===== src/rtl/sp_ram_pkg.sv =====
// Shared constants for the single-port RAM with selectable read-during-write mode.
// Holds the RW_MODE encodings and the clear-sequencer state encoding.
package sp_ram_pkg;

  localparam int RW_WRITE_FIRST = 0;
  localparam int RW_READ_FIRST  = 1;
  localparam int RW_NO_CHANGE   = 2;

  typedef logic [0:0] clr_state_t;
  localparam clr_state_t CLEAR = 1'b0;
  localparam clr_state_t READY = 1'b1;

endpackage


===== src/rtl/sp_ram_clear_seq.sv =====
// Post-reset clear sequencer: walks every word writing zero, then hands the
// array write port back to the user path.
module sp_ram_clear_seq
  import sp_ram_pkg::*;
#(
  parameter int DATA_W       = 32,
  parameter int BE_W         = 4,
  parameter int DEPTH        = 64,
  parameter int ADDR_W       = 6,
  parameter int CLEAR_ON_RST = 1
) (
  input  logic              clk,
  input  logic              rst,
  input  logic              usr_we,
  input  logic [BE_W-1:0]   usr_be,
  input  logic [ADDR_W-1:0] usr_addr,
  input  logic [DATA_W-1:0] usr_wdata,
  output logic              init_busy,
  output logic              wr_en,
  output logic [BE_W-1:0]   wr_be,
  output logic [ADDR_W-1:0] wr_addr,
  output logic [DATA_W-1:0] wr_data
);

  localparam logic [ADDR_W-1:0] LAST_ADDR = ADDR_W'(DEPTH - 1);
  localparam clr_state_t        RST_STATE = (CLEAR_ON_RST != 0) ? CLEAR : READY;

  clr_state_t        state_reg;
  logic [ADDR_W-1:0] clr_addr_reg;

  always_ff @(posedge clk or posedge rst) begin
    if (rst) begin
      state_reg    <= RST_STATE;
      clr_addr_reg <= '0;
    end else if (state_reg == CLEAR) begin
      clr_addr_reg <= clr_addr_reg + 1'b1;
      if (clr_addr_reg == LAST_ADDR)
        state_reg <= READY;
    end
  end

  assign init_busy = (state_reg == CLEAR);

  // While clearing, the sequencer owns the write port outright.
  always_comb begin
    wr_en   = usr_we;
    wr_be   = usr_be;
    wr_addr = usr_addr;
    wr_data = usr_wdata;
    if (init_busy) begin
      wr_en   = 1'b1;
      wr_be   = '1;
      wr_addr = clr_addr_reg;
      wr_data = '0;
    end
  end

endmodule


===== src/rtl/sp_ram_rwmode.sv =====
// Parametrised single-port synchronous RAM with byte-lane writes, selectable
// read-during-write behaviour, optional output register and post-reset clear.
module sp_ram_rwmode
  import sp_ram_pkg::*;
#(
  parameter int DATA_W       = 32,
  parameter int LANE_W       = 8,
  parameter int DEPTH        = 64,
  parameter int ADDR_W       = 6,
  parameter int RW_MODE      = 0,
  parameter int OUT_REG      = 0,
  parameter int CLEAR_ON_RST = 1,
  localparam int BE_W        = DATA_W / LANE_W
) (
  input  logic              clk,
  input  logic              rst,
  input  logic              en,
  input  logic              we,
  input  logic [BE_W-1:0]   be,
  input  logic [ADDR_W-1:0] addr,
  input  logic [DATA_W-1:0] wdata,
  output logic [DATA_W-1:0] rdata,
  output logic              rd_valid,
  output logic              init_busy
);

  generate
    if (DATA_W % LANE_W != 0) begin : g_bad_lane
      $error("sp_ram_rwmode: DATA_W must be a multiple of LANE_W");
    end
    if (2**ADDR_W < DEPTH) begin : g_bad_addr
      $error("sp_ram_rwmode: ADDR_W too narrow for DEPTH");
    end
    if (RW_MODE < 0 || RW_MODE > 2) begin : g_bad_mode
      $error("sp_ram_rwmode: RW_MODE must be 0, 1 or 2");
    end
  endgenerate

  localparam logic [ADDR_W:0] DEPTH_LIM = (ADDR_W + 1)'(DEPTH);

  logic [DATA_W-1:0] mem [DEPTH];

  logic              acc;
  logic              in_range;
  logic              wr_en;
  logic [BE_W-1:0]   wr_be;
  logic [ADDR_W-1:0] wr_addr;
  logic [DATA_W-1:0] wr_data;
  logic [DATA_W-1:0] s1_data_reg;
  logic              s1_valid_reg;

  assign acc      = en & ~init_busy;
  assign in_range = ({1'b0, addr} < DEPTH_LIM);

  sp_ram_clear_seq #(
    .DATA_W       (DATA_W),
    .BE_W         (BE_W),
    .DEPTH        (DEPTH),
    .ADDR_W       (ADDR_W),
    .CLEAR_ON_RST (CLEAR_ON_RST)
  ) u_clear_seq (
    .clk       (clk),
    .rst       (rst),
    .usr_we    (acc & we & in_range),
    .usr_be    (be),
    .usr_addr  (addr),
    .usr_wdata (wdata),
    .init_busy (init_busy),
    .wr_en     (wr_en),
    .wr_be     (wr_be),
    .wr_addr   (wr_addr),
    .wr_data   (wr_data)
  );

  always_ff @(posedge clk) begin
    if (wr_en) begin
      for (int i = 0; i < BE_W; i++) begin
        if (wr_be[i])
          mem[wr_addr][i*LANE_W +: LANE_W] <= wr_data[i*LANE_W +: LANE_W];
      end
    end
  end

  // Read port: s1_data_reg only changes when a result is produced, so it holds otherwise.
  always_ff @(posedge clk or posedge rst) begin
    if (rst) begin
      s1_data_reg  <= '0;
      s1_valid_reg <= 1'b0;
    end else begin
      s1_valid_reg <= 1'b0;
      if (acc && (!we || RW_MODE != RW_NO_CHANGE)) begin
        s1_valid_reg <= 1'b1;
        if (!in_range) begin
          s1_data_reg <= '0;
        end else if (we && RW_MODE == RW_WRITE_FIRST) begin
          for (int i = 0; i < BE_W; i++)
            s1_data_reg[i*LANE_W +: LANE_W] <= be[i] ? wdata[i*LANE_W +: LANE_W]
                                                     : mem[addr][i*LANE_W +: LANE_W];
        end else begin
          s1_data_reg <= mem[addr];
        end
      end
    end
  end

  generate
    if (OUT_REG != 0) begin : g_out_reg
      logic [DATA_W-1:0] s2_data_reg;
      logic              s2_valid_reg;

      always_ff @(posedge clk or posedge rst) begin
        if (rst) begin
          s2_data_reg  <= '0;
          s2_valid_reg <= 1'b0;
        end else begin
          s2_valid_reg <= s1_valid_reg;
          if (s1_valid_reg)
            s2_data_reg <= s1_data_reg;
        end
      end

      assign rdata    = s2_data_reg;
      assign rd_valid = s2_valid_reg;
    end else begin : g_no_out_reg
      assign rdata    = s1_data_reg;
      assign rd_valid = s1_valid_reg;
    end
  endgenerate

endmodule


===== config.mk =====
export PLATFORM = sky130hd
export DESIGN_NAME = sp_ram_rwmode
export DESIGN_NICKNAME = d
export VERILOG_FILES = /design/src/rtl/sp_ram_pkg.sv /design/src/rtl/sp_ram_clear_seq.sv /design/src/rtl/sp_ram_rwmode.sv
export SDC_FILE = /design/constraint.sdc
export NUM_CORES = 2
export LEC_CHECK = 0
export ABC_AREA = 0
export CAP_MARGIN = 40
export CORE_ASPECT_RATIO = 0.9
export CORE_UTILIZATION = 59
export CTS_BUF_LIST = sky130_fd_sc_hd__clkbuf_8
export DETAILED_ROUTE_END_ITERATION = 10
export MAX_ROUTING_LAYER = met4
export PLACE_DENSITY = 0.78
export SLEW_MARGIN = 20
export SYNTH_ARGS = -nofsm -noshare
export SYNTH_HDL_FRONTEND = slang
export SYNTH_HIERARCHICAL = 1
export SYNTH_SLANG_ARGS = --single-unit
export TNS_END_PERCENT = 1

===== constraint.sdc =====
create_clock -name clk -period 3.1 [get_ports clk]
set_clock_uncertainty 0.15 [all_clocks]
set_input_delay 0.62 -clock clk [delete_from_list [all_inputs] [get_ports clk]]
set_output_delay 0.62 -clock clk [all_outputs]
set_load 0.01 [all_outputs]

-- Word-level counts from Yosys, hierarchy flattened
Memories as Yosys holds them, arrays and structs flattened.
Index checks and enable logic that the tools add are counted.
Widths: inputs -> output; s select.
- bits in registers: 40
- bits in latches: 0
- memory bits (writable): 2048
- ROM bits: 0
- bits of input ports: 46
- output and inout bits: 34
- logic and storage cells: 34
- memories: 1
- memory list (name ; depth ; bits a word ; read ports ; clocked after Yosys merged registers in ; write ports ; RTL line ; source):
    mem ; 64 ; 32 ; 1 ; 0 ; 1 ; sp_ram_rwmode.sv:41 ; logic [DATA_W-1:0] mem [DEPTH];
- add/sub/neg operators: 1
- $mul: 0
- div/mod/pow operators: 0
- $lt $le $gt $ge: 0
- eq/ne operators: 1
- shifts and indexed selects: 0
- multiplexer cells: 24
- bitwise operators: 3
- reductions and logical operators: 0
- operators with widths (operator ; number):
    $mux 32 ; 2
    $mux 8 ; 4
    $mux 1 ; 16
    $add 6x1->6 const B ; 1
    $eq 6x6->1 const B ; 1
    $mux 6 ; 1
    $mux 4 ; 1
    $and 1x1->1 ; 2
    $not 1->1 ; 1

-- Depth between registers and ports, before layout
- word-level depth: 5
- mapped depth: 12
- gate-level depth less buffers: 7

-- Hierarchy
Netlist, hierarchy kept.
- modules (own cells, without submodules) (module ; times used ; cells an instance ; area each (um2)):
    sp_ram_rwmode ; 1 ; 3723 ; 79978.0
    sp_ram_clear_seq ; 1 ; 71 ; 638.1

-- Worst setup path before layout
No wires, ideal clock.
- path kind: register -> register
- from: reg u_clear_seq.state_reg
- to: mem mem[10][24], enable pin
- arrival time: 2.451 ns
- data required time: 2.580 ns
- setup slack: 0.128 ns
- cell stages (with the launch flop): 13
- period minus slack after synthesis: 2.972 ns
- path through: dfrtp_1 -> buf_6 -> buf_6 -> inv_1 -> nand2b_1 -> clkbuf_1 -> inv_1 -> clkbuf_1 -> and2_1 -> nand2b_1 -> nand2_1 -> clkbuf_1 -> nor2_1
- longest elaborated chain between the ends: 5
- elaborated cells on any way between the ends: 8
- classes of those cells: 6 x mux; 2 x bitwise
- ends and longest elaborated chain (item ; RTL line ; source):
    from (decl) ; sp_ram_clear_seq.sv:28 ; clr_state_t state_reg;
    from (signal assigned) ; sp_ram_clear_seq.sv:33 ; state_reg <= RST_STATE;
    from (signal assigned) ; sp_ram_clear_seq.sv:38 ; state_reg <= READY;
    $and 1x1->1 ; sp_ram_rwmode.sv:52 ; assign acc = en & ~init_busy;
    $and 1x1->1 ; sp_ram_rwmode.sv:64 ; .usr_we (acc & we & in_range),
    $mux 1 * ; sp_ram_clear_seq.sv:50 ; if (init_busy) begin
    via wr_en ; sp_ram_rwmode.sv:45 ; logic wr_en;
    $mux 1 * ; sp_ram_rwmode.sv:76 ; if (wr_en) begin
    $mux 1 (implied by the code) * ; sp_ram_rwmode.sv:79 ; mem[wr_addr][i*LANE_W +: LANE_W] <= wr_data[i*LANE_W +: LANE_W];
    to (decl) ; sp_ram_rwmode.sv:41 ;
The timed path passes the listed nets; every way through them passes the cells marked *.

-- Worst setup path after layout
- from: reg u_clear_seq.state_reg
- to: out init_busy
- longest elaborated chain between the ends: 1
- ends and longest elaborated chain (item ; RTL line ; source):
    $not 1->1 ; - ;
    to (decl) ; sp_ram_rwmode.sv:24 ; output logic init_busy
No other way between the ends.

==> load_flow_metrics.sql <==
INSERT INTO impl_metrics (metric_group, metric, value, unit) VALUES
('worst_setup_path', 'critPathArrivalTime', '2.21', 'ns'),
('drt', 'per_cell_via_count_in_the_routed_design', '6.58', ''),
('power_and_ir_drop', 'share_seq_of_total_power', '57.7', '%'),
('timing', 'timing.final.hold_violations', '0', ''),
('power_and_ir_drop', 'p_sw_share', '21.3', '%'),
('worst_setup_path', 'critical_path_peak_fanout', '4', ''),
('die', 'starting_density_of_the_core', '59.5', '%'),
('grt', 'antenna_violations_before_repair', '6', ''),
('synth', 'synth_warnings', '6', ''),
('die', 'die_y', '353', 'um'),
('timing', 'timing_max_transition_violations_final', '0', ''),
('grt', 'global_route_wire_length_before_repair', '305000', 'um'),
('timing', 'finalCritPeriodShare', '96.0', '%'),
('drt', 'vias', '44000', ''),
('clocking', 'tritoncts_clock_tree', 'built', ''),
('drt', 'first_iter_violations', '6365', ''),
('synth', 'asyncSetResetFlopFracSynth', '1.92', '%'),
('timing', 'maxSlewHeadroom', '44.3', '%'),
('grt', 'global_route.usage.total', '32.4', '%'),
('clocking', 'clock_tree.htree_level_count', '5', ''),
('drt', 'drtAntennaViolNets', '0', ''),
('power_and_ir_drop', 'power_frac_comb', '3.5', '%'),
('outcome', 'outcome', 'complete, no violations', ''),
('synth', 'synth_cell_types', '55', ''),
('grt', 'pin_count_of_the_biggest_net_entering_global_routing', '65', ''),
('drt', 'remaining_drc_errors', '0', ''),
('clocking', 'worstSkewPairLatency', '1.03', 'ns'),
('die', 'rows', '128', ''),
('synth', 'summed_instance_area_of_the_synthesized_netlist', '0.0806', 'mm^2'),
('power_and_ir_drop', 'power-per-cell-area', '560', 'mW/mm^2'),
('power_and_ir_drop', 'p_leak', '27.0', 'nW'),
('clocking', 'number_of_cts_inserted_buffers', '327', ''),
('power_and_ir_drop', 'internal_power', '0.0417', 'W'),
('die', 'design.die.area', '0.138', 'mm^2'),
('worst_setup_path', 'setup.worst_path.start_class', 'flop', ''),
('final_layout', 'area.growth.synth_to_final', '17.2', '%'),
('synth', 'synth.ff_latch_count', '2088', ''),
('clocking', 'cts_root_buf', 'sky130_fd_sc_hd__clkbuf_8', ''),
('final_layout', 'drive_gt1_share', '33.3', '%'),
('clocking', 'clk_transition_reported_paths', '0.06', 'ns'),
('timing', 'tightestPinTransition', '0.832', 'ns'),
('clocking', 'clock_path_buffers', '4', ''),
('clocking', 'numClockSinks', '2088', ''),
('timing', 'report.final.setup_viol', '0', ''),
('timing', 'rsz0062_at_grt', 'false', ''),
('drt', 'drt_first_pass_iters', '8', ''),
('place', 'gp_congestion', '1.05', ''),
('grt', 'grt_pass1_vias', '44100', ''),
('hold_path', 'holdCritPathClass', 'primary input to flop', ''),
('synth', 'synthCells', '3794', ''),
('synth', 'share_of_synthesized_area_occupied_by_flip_flops_and_latches', '77.5', '%'),
('place', 'hpwl_after_dpl', '142000', 'um'),
('die', 'design.portCount', '80', ''),
('timing', 'max_freq', '336', 'MHz'),
('die', 'core-area', '0.135', 'mm^2'),
('power_and_ir_drop', 'ir_drop', '0.000449', 'V'),
('grt', 'globalRoute.totalOverflow', '0', ''),
('worst_setup_path', 'path_class', 'flop to output port', ''),
('final_layout', 'final_nets', '4676', ''),
('power_and_ir_drop', 'clockPowerShare', '38.7', '%'),
('synth', 'synth-main-ff-cell', 'sky130_fd_sc_hd__edfxtp_1', ''),
('timing', 'finalHoldWorstSlack', '0.0961', 'ns'),
('power_and_ir_drop', 'finalPower', '0.0529', 'W'),
('place', 'io_buffer_count', '79', ''),
('synth', 'number_of_enable_flip_flop_cells_after_synthesis', '2048', ''),
('die', 'fp.dieW', '392', 'um'),
('drt', 'routed_wirelength', '213000', 'um'),
('worst_setup_path', 'setup.worst_path.end_class', 'output port', ''),
('timing', 'fin_crit', '2.98', 'ns'),
('worst_setup_path', 'worstPathRequired', '2.33', 'ns'),
('drt', 'post_drt_wl_per_cell', '31.9', 'um'),
('run', 'cap_viol_max_count', '0', ''),
('synth', 'synth.avg_cell_area', '21.2', 'um^2'),
('synth', 'syn_nets', '3841', ''),
('power_and_ir_drop', 'net-switching-power', '0.0113', 'W'),
('final_layout', 'flip_flop_count_of_the_largest_register_all_copies_and_words_added', '2048', '');
## critical path: stages (launching register included)
cell and delay [ns]:
sky130_fd_sc_hd__dfrtp_4 0.49, sky130_fd_sc_hd__inv_2 0.15, sky130_fd_sc_hd__clkdlybuf4s50_1 0.56
## cells by family after synthesis
kind of cell / synth area share (%)
AOI/OAI and AO/OA: 3.47
xor gates and xnor gates: 0.0543
adders and majority gates: 0.0155
buffers and inverters: 1.45
DFF: 77.5
muxes: 14.8
and+or+nand+nor: 2.63
## repair_timing
action / CTS / global route
gates resized for setup: 1 / 1
setup endpoints to repair: 1 / 1
hold buffers: 1 / 0
hold endpoints to repair: 7 / 0
gates cloned: 0 / 0
buffers inserted: 0 / 3
## metal layers
| metal | wire length, um | vias to the layer above | track usage, % |
|---|---|---|---|
| li1 | - | 17600 | - |
| met1 | 75700 | 22400 | 43.8 |
| met2 | 100000 | 3429 | 47.7 |
| met3 | 29600 | 543 | 9.56 |
| met4 | 7680 | 0 | 11.1 |
| met5 | 0 | - | - |
## metrics by stage
stage | cell area (um^2) | setup WS [ns] | std cells | setup TNS (ns) | util (%)
final | 94500 | 0.124 | 6677 | 0 | 69.7
after global routing | 94500 | 0.0879 | 6673 | 0 | 69.7
after CTS | 94400 | 0.0132 | 6665 | 0 | 69.7
after detailed placement | 88800 | -0.346 | 6116 | -40.47 | 65.6
after global placement | 88800 | -0.294 | 6116 | -36.60 | 65.6
after floorplan | 80600 | 0.128 | 3794 | 0 | -
## cell usage after synthesis (all sizes together) (2+ instances only)
master | instances | area, um^2
clkbuf | 106 | 402
or2 | 2 | 12.5
a22oi | 214 | 1610
o221ai | 3 | 26.3
nand4 | 7 | 43.8
mux4 | 514 | 11600
o21ai | 19 | 95.1
edfxtp | 2048 | 61500
nor4 | 11 | 68.8
nand2b | 13 | 81.3
nand2 | 102 | 383
nor3b | 6 | 45.0
inv | 5 | 18.8
buf | 124 | 749
a21oi | 134 | 671
o22a | 3 | 26.3
mux2 | 9 | 105
nand3 | 10 | 55.1
mux2i | 29 | 290
nor2b | 8 | 50.1
and2 | 37 | 231
dfrtp | 40 | 1000
nor2 | 285 | 1070
nor3 | 5 | 25.0
o211ai | 7 | 52.6
and3b | 2 | 17.5
o41ai | 15 | 131
and3 | 2 | 12.5
a31oi | 6 | 37.5
o2111ai | 2 | 17.5
xnor2 | 4 | 35.0
o22ai | 7 | 43.8
## worst paths after layout
path,slack (ns),to,start,cells after the start
min reg2reg,0.35,u_clear_seq/clr_addr_reg[5],u_clear_seq/clr_addr_reg[5],1
min in group asynchronous,0.51,u_clear_seq/clr_addr_reg[1],rst,3
max reg2reg,0.20,mem[56][14],u_clear_seq/state_reg,8
max in group asynchronous,1.35,rdata[18],rst,4
min,0.1,rdata[16],wdata[16],3
max,0.12,init_busy,u_clear_seq/state_reg,2
## area by class of cell
cell class,instances,area [um^2]
Timing Repair Buffer,736,7030
Tap cell,1820,2280
Clock inverter,208,927
Sequential cell,2088,62500
Inverter,5,18.8
Antenna cell,9,22.5
Multi-Input combinational cell,1471,17000
Fill cell,7952,41000
Clock buffer,340,4680
## placed cells by master, fill, tap and decap left out, types with 4 or more instances in the layout
| cell | synthesis | layout |
|---|---|---|
| sky130_fd_sc_hd__nor4_1 | 11 | 11 |
| sky130_fd_sc_hd__clkinv_2 | 0 | 34 |
| sky130_fd_sc_hd__clkdlybuf4s50_1 | 0 | 74 |
| sky130_fd_sc_hd__mux2i_1 | 29 | 29 |
| sky130_fd_sc_hd__nor3_1 | 5 | 5 |
| sky130_fd_sc_hd__and2_2 | 0 | 32 |
| sky130_fd_sc_hd__nor3b_1 | 6 | 6 |
| sky130_fd_sc_hd__a22oi_1 | 214 | 214 |
| sky130_fd_sc_hd__a31oi_1 | 6 | 6 |
| sky130_fd_sc_hd__mux2_2 | 8 | 8 |
| sky130_fd_sc_hd__clkinvlp_4 | 0 | 4 |
| sky130_fd_sc_hd__buf_4 | 17 | 554 |
| sky130_fd_sc_hd__o22ai_1 | 7 | 7 |
| sky130_fd_sc_hd__inv_1 | 4 | 97 |
| sky130_fd_sc_hd__and2_1 | 37 | 4 |
| sky130_fd_sc_hd__nor2_1 | 285 | 284 |
| sky130_fd_sc_hd__clkinv_1 | 0 | 70 |
| sky130_fd_sc_hd__nand2b_1 | 13 | 12 |
| sky130_fd_sc_hd__xnor2_1 | 4 | 4 |
| sky130_fd_sc_hd__clkbuf_8 | 0 | 340 |
| sky130_fd_sc_hd__o21ai_0 | 19 | 19 |
| sky130_fd_sc_hd__diode_2 | 0 | 9 |
| sky130_fd_sc_hd__a21oi_1 | 134 | 134 |
| sky130_fd_sc_hd__buf_12 | 0 | 104 |
| sky130_fd_sc_hd__mux4_2 | 514 | 514 |
| sky130_fd_sc_hd__nor2b_1 | 8 | 6 |
| sky130_fd_sc_hd__edfxtp_1 | 2048 | 2048 |
| sky130_fd_sc_hd__nand3_1 | 9 | 9 |
| sky130_fd_sc_hd__nand4_1 | 7 | 7 |
| sky130_fd_sc_hd__o211ai_1 | 7 | 7 |
| sky130_fd_sc_hd__nand2_2 | 0 | 4 |
| sky130_fd_sc_hd__o41ai_1 | 15 | 15 |
| sky130_fd_sc_hd__dfrtp_1 | 40 | 39 |
| sky130_fd_sc_hd__nand2_1 | 102 | 98 |
## power by group through the flow
stage               Clock [W]  Sequential, W  Combinational [W]
finish                 0.0205         0.0306            0.00186
global route           0.0219         0.0305            0.00193
CTS                    0.0207         0.0306            0.00184
detailed placement          0         0.0312            0.00183
global placement            0         0.0312            0.00181
floorplan                   0         0.0312           0.000959
(Power assumes the default switching activity.)
